### src/rtl/sum4_seq_pkg.sv
// Shared constants for the four-operand sequential adder: default width and
// the FSM state encoding.
package sum4_seq_pkg;

   localparam int DEFAULT_BITS = 8;

   typedef enum logic [2:0] {
      IDLE      = 3'd0,
      ADD_LEFT  = 3'd1,
      ADD_RIGHT = 3'd2,
      ADD_TOP   = 3'd3,
      DONE      = 3'd4
   } state_t;

endpackage

### src/rtl/add_flow.sv
// Plain combinational modular adder; the carry out is deliberately dropped so
// the sum wraps at 2^width.
module add_flow #(
   parameter int width = 8
) (
   input  logic [width-1:0] a,
   input  logic [width-1:0] b,
   output logic [width-1:0] sum
);

   assign sum = a + b;

endmodule

### src/rtl/sum4_sequencer.sv
// (A+B)+(C+D) computed over three cycles on a single shared adder, with
// valid/ready handshakes on the operand and result sides.
module sum4_sequencer
   import sum4_seq_pkg::*;
#(
   parameter int numberOfBits = DEFAULT_BITS
) (
   input  logic                    clk,
   input  logic                    reset,
   input  logic                    inValid,
   output logic                    inReady,
   input  logic [numberOfBits-1:0] operandA,
   input  logic [numberOfBits-1:0] operandB,
   input  logic [numberOfBits-1:0] operandC,
   input  logic [numberOfBits-1:0] operandD,
   output logic                    outValid,
   input  logic                    outReady,
   output logic [numberOfBits-1:0] result,
   output logic                    busy
);

   state_t                  state;
   logic [numberOfBits-1:0] opA, opB, opC, opD;
   logic [numberOfBits-1:0] partialLeft, partialRight;
   logic [numberOfBits-1:0] addA, addB, addSum;

   // Both handshake-side indicators are decoded from the registered state and
   // masked by reset so nothing is offered while reset is asserted.
   assign inReady = (state == IDLE) && !reset;
   assign busy    = (state != IDLE) && !reset;

   // IDLE and DONE fall through to the ADD_LEFT sources so the adder never
   // sees undriven inputs.
   always_comb begin
      addA = opA;
      addB = opB;
      case (state)
         ADD_RIGHT: begin
            addA = opC;
            addB = opD;
         end
         ADD_TOP: begin
            addA = partialLeft;
            addB = partialRight;
         end
         default: begin
            addA = opA;
            addB = opB;
         end
      endcase
   end

   add_flow #(
      .width(numberOfBits)
   ) u_add (
      .a  (addA),
      .b  (addB),
      .sum(addSum)
   );

   always_ff @(posedge clk) begin
      if (reset) begin
         state        <= IDLE;
         opA          <= '0;
         opB          <= '0;
         opC          <= '0;
         opD          <= '0;
         partialLeft  <= '0;
         partialRight <= '0;
         result       <= '0;
         outValid     <= 1'b0;
      end else begin
         case (state)
            IDLE: begin
               if (inValid && inReady) begin
                  opA   <= operandA;
                  opB   <= operandB;
                  opC   <= operandC;
                  opD   <= operandD;
                  state <= ADD_LEFT;
               end
            end
            ADD_LEFT: begin
               partialLeft <= addSum;
               state       <= ADD_RIGHT;
            end
            ADD_RIGHT: begin
               partialRight <= addSum;
               state        <= ADD_TOP;
            end
            ADD_TOP: begin
               result   <= addSum;
               outValid <= 1'b1;
               state    <= DONE;
            end
            DONE: begin
               if (outReady) begin
                  outValid <= 1'b0;
                  state    <= IDLE;
               end
            end
            default: begin
               // Unused encodings recover to IDLE with no result pending.
               outValid <= 1'b0;
               state    <= IDLE;
            end
         endcase
      end
   end

endmodule

### config.mk
export PLATFORM = sky130hd
export DESIGN_NAME = sum4_sequencer
export DESIGN_NICKNAME = d
export VERILOG_FILES = /design/src/rtl/sum4_seq_pkg.sv /design/src/rtl/add_flow.sv /design/src/rtl/sum4_sequencer.sv
export SDC_FILE = /design/constraint.sdc
export NUM_CORES = 1
export LEC_CHECK = 0
export ABC_AREA = 0
export BUFFER_PORTS_ARGS = -buffer_cell sky130_fd_sc_hd__buf_2
export CORE_MARGIN = 3
export CORE_UTILIZATION = 60
export DETAILED_ROUTE_END_ITERATION = 7
export GPL_ROUTABILITY_DRIVEN = 0
export PLACE_DENSITY = 0.84
export SLEW_MARGIN = 5
export SYNTH_ARGS = -nofsm -noshare
export SYNTH_HDL_FRONTEND = slang
export SYNTH_HIERARCHICAL = 1
export SYNTH_SLANG_ARGS = --single-unit
### constraint.sdc
create_clock -name clk -period 6.6 [get_ports clk]
set_input_delay 1.32 -clock clk [delete_from_list [all_inputs] [get_ports clk]]
set_output_delay 1.32 -clock clk [all_outputs]
set_load 0.01 [all_outputs]
==> impl_metrics.json <==
{
  "status": "finished, final reports clean",
  "route.antenna.remaining_nets": 0,
  "period_minus_slack_ns": 4.38,
  "total_of_flip_flops_plus_latches_after_synthesis": 60,
  "net_count_final": 426,
  "regToRegSetupSlack_ns": 3.71,
  "clockRootBuffer": "sky130_fd_sc_hd__clkbuf_8",
  "chipWidth_um": 75.8,
  "worst-setup-path-type": "in -> out",
  "tritonroute_pass_1_iters": 4,
  "netlist_area_um2": 2920,
  "layout.cells.most_common_list": "sky130_fd_sc_hd__dfxtp_1 (60), sky130_fd_sc_hd__o21ai_0 (48), sky130_fd_sc_hd__a21oi_1 (47), sky130_fd_sc_hd__buf_2 (46)",
  "antenna_cells": 0,
  "ys_warn_count": 6,
  "skew_ns": 0.00850,
  "cts_hold_repair.buffers": 0,
  "power_leakage_nw": 1.29,
  "timing.hold.worst.class": "reg -> reg",
  "die-area_um2": 5750,
  "crit_fanout": 62,
  "worst_pin_slew_ns": 0.836,
  "placeableCoreArea_um2": 4530,
  "routed_wire_length_per_instance_um": 14.5,
  "crit_path_cell_trace": "buf_2 -> buf_4 -> or4_4 -> clkinv_2 -> buf_2",
  "startpoint_of_the_worst_hold_path": "opB[2]",
  "critical_path.top_delay_family": "buffers and inverters",
  "max-clock-path-buffers": 2,
  "dr.first_iter.drc_count": 136,
  "cell_type_of_the_slowest_stage_on_the_worst_timing_path": "sky130_fd_sc_hd__buf_4",
  "avgViaCountPerCell": 5.71,
  "worst-r2r-cell-count": 11,
  "ratio_of_cells_with_drive_above_1_in_the_final_layout_pct": 17.1,
  "top_level_ports": 47,
  "worst_ep_required_time_ns": 5.28,
  "grt_antenna_before_repair": 0,
  "syn_nets": 397,
  "timing.final.max_slew_violations": 0,
  "most_common_cell_after_layout_fill_and_taps_aside": "sky130_fd_sc_hd__dfxtp_1",
  "worstReg2RegStart": "state[2]",
  "post_cts_resized": 0,
  "final_min_period_over_clock_period_pct": 66.4,
  "cp.arrival_ns": 3.06,
  "setup_viol": 0,
  "drc_errors": 0,
  "critPathCaptureType": "output pin",
  "grt_first_pass_wirelength_um": 10700,
  "pwr_density_cell_nw_per_um2": 243,
  "place.port_buffers": 46,
  "syn-instance-count": 353,
  "worst_voltage_drop_across_the_vdd_grid_uv": 211,
  "holdPathStages": 2,
  "hold_viol_final": 0,
  "syn_to_final_growth_pct": 11.3,
  "number_of_cts_inserted_buffers": 9,
  "clock-sinks": 60,
  "dpl.hpwl_um": 4450,
  "layout.area.seq_um2": 1200,
  "post_cts_buffers": 0,
  "clkSlewWorstSetupHoldPaths_ns": 0.05,
  "start_util_pct": 64.5,
  "fmaxAchievable_ghz": 0.228,
  "totalWireLength_um": 6530,
  "timing.hold.ws_ns": 0.477,
  "tritoncts_clock_tree": "yes",
  "fillers": 363,
  "worst_r2r_endpoint": "result[6]",
  "timing.critical_path.from_type": "input pin",
  "clk-insertion-delay-late_ns": 0.34,
  "max-cap-violations": 0,
  "critical_path.max_stage_delay_ns": 0.49,
  "whs_endpoint": "opB[2]",
  "average_size_of_a_mapped_cell_um2": 8.28,
  "grt_pass1_vias": 2419,
  "critPathMostFrequentCell": "sky130_fd_sc_hd__buf_2",
  "rows": 24,
  "synth_seq_area_share_pct": 41.1,
  "multi_input_comb_area_um2": 1530,
  "grt.total_usage_pct": 24.8,
  "grt_setup_unrepaired": "no",
  "grt_max_degree": 63,
  "maxSlewHeadroom_pct": 44.2,
  "path_buf_inv": 4,
  "synth.distinct_cells": 37,
  "fin_setup_tns_ns": 0,
  "vias": 2576,
  "grt-ovfl-total": 0,
  "floorplan.die.height_um": 75.8,
  "cts_htree_levels": 3
}
-- per-stage QoR --
stage | setup WS [ns] | util (%) | power, W | instance area (µm²) | instances
final | 2.22 | 71.7 | 0.000791 | 3250 | 451
after detailed placement | 2.22 | 68.4 | 0.000535 | 3100 | 436
after global placement | 2.26 | 68.4 | 0.000531 | 3100 | 436
after CTS | 2.23 | 71.7 | 0.000796 | 3250 | 451
after floorplan | 3.12 | - | 0.000505 | 2920 | 353
after global routing | 2.04 | 71.7 | 0.000828 | 3250 | 451
-- worst max-delay path by stage --
stage	to	cells past startpoint	start	slack [ns]
CTS	inReady	5	reset	2.23
global route	inReady	5	reset	2.04
finish	inReady	5	reset	2.22
detailed placement	inReady	5	reset	2.22
global placement	inReady	5	reset	2.26
floorplan	inReady	4	reset	3.12
-- cells in the mapped netlist --
cell type                   count  share of area [%]
sky130_fd_sc_hd__nor3b_2        1               0.43
sky130_fd_sc_hd__ha_1           7                3.0
sky130_fd_sc_hd__xnor2_1        3               0.90
sky130_fd_sc_hd__clkinv_2       1               0.17
sky130_fd_sc_hd__or4_4          1               0.39
sky130_fd_sc_hd__nor3_1         4               0.68
sky130_fd_sc_hd__a21oi_1       47                8.0
sky130_fd_sc_hd__a21o_1         1               0.26
sky130_fd_sc_hd__clkbuf_1      18                2.3
sky130_fd_sc_hd__nand2b_1       2               0.43
sky130_fd_sc_hd__nand3b_1       1               0.26
sky130_fd_sc_hd__mux2i_1       32                 11
sky130_fd_sc_hd__inv_1          6               0.77
sky130_fd_sc_hd__nor3b_1        2               0.51
sky130_fd_sc_hd__nor2b_4        1               0.47
sky130_fd_sc_hd__o31a_1         1               0.30
sky130_fd_sc_hd__xor2_1         2               0.60
sky130_fd_sc_hd__a2bb2oi_1      1               0.30
sky130_fd_sc_hd__nand2_1       26                3.3
sky130_fd_sc_hd__dfxtp_1       60                 41
sky130_fd_sc_hd__clkbuf_2       2               0.34
sky130_fd_sc_hd__o311ai_1       1               0.30
sky130_fd_sc_hd__fa_1           1               0.68
sky130_fd_sc_hd__o2bb2ai_1      1               0.30
sky130_fd_sc_hd__o21ai_0       48                8.2
sky130_fd_sc_hd__nor4_1         1               0.21
sky130_fd_sc_hd__nor2_1        20                2.6
sky130_fd_sc_hd__a221oi_1       1               0.30
sky130_fd_sc_hd__buf_6          4                1.5
sky130_fd_sc_hd__o311ai_0       1               0.30
sky130_fd_sc_hd__a211oi_1       1               0.26
sky130_fd_sc_hd__buf_2          8                1.4
sky130_fd_sc_hd__o21ai_1       10                1.7
sky130_fd_sc_hd__nor2b_1        1               0.21
sky130_fd_sc_hd__o21a_1         1               0.26
sky130_fd_sc_hd__nand3_1       32                5.5
sky130_fd_sc_hd__o211ai_1       3               0.77
-- final cells by class --
class                           count  share of cell area, %
Sequential cell                    60                   36.9
Timing Repair Buffer               50                   8.00
Multi-Input combinational cell    254                   47.1
Clock inverter                      3                  0.462
Tap cell                           65                   2.50
Inverter                            7                  0.846
Clock buffer                       12                   4.15
-- tightest hold or removal path, cell delays in order, from the launching register on --
cell and delay, ns:
sky130_fd_sc_hd__dfxtp_1 0.30, sky130_fd_sc_hd__o21ai_0 0.07, sky130_fd_sc_hd__a21oi_1 0.06
-- kinds of logic after synthesis --
| family | Yosys count | share of synthesized area (%) |
|---|---|---|
| buffers and inverters | 39 | 6.50 |
| AOI/OAI and AO/OA | 117 | 21.3 |
| adders and majority gates | 8 | 3.68 |
| muxes | 32 | 11.0 |
| xor gates and xnor gates | 5 | 1.50 |
| and+or+nand+nor | 92 | 15.0 |
| DFF | 60 | 41.1 |
-- flip-flops by register name (all words and copies together) (netlist names) --
register,flops
partialRight,8
opB,8
partialLeft,8
state,3
outValid,1
result,8
opD,8
opC,8
opA,8
-- power by group --
group          total (W)  internal, W  switching, W  leakage, nW
clock network   0.000263     0.000132      0.000131       0.0800
registers       0.000391     0.000380     0.0000112        0.487
logic           0.000137    0.0000510     0.0000863        0.724
-- metal layers --
layer  GRT usage (%)  wire length [µm]  up-vias
met2            39.0              3140       71
met1            30.8              2860     1184
met5               0                 0        -
li1                -                 -     1304
met4            11.3               179        0
met3            8.18               341       17
Note: power is estimated with default switching activity, not from simulation.
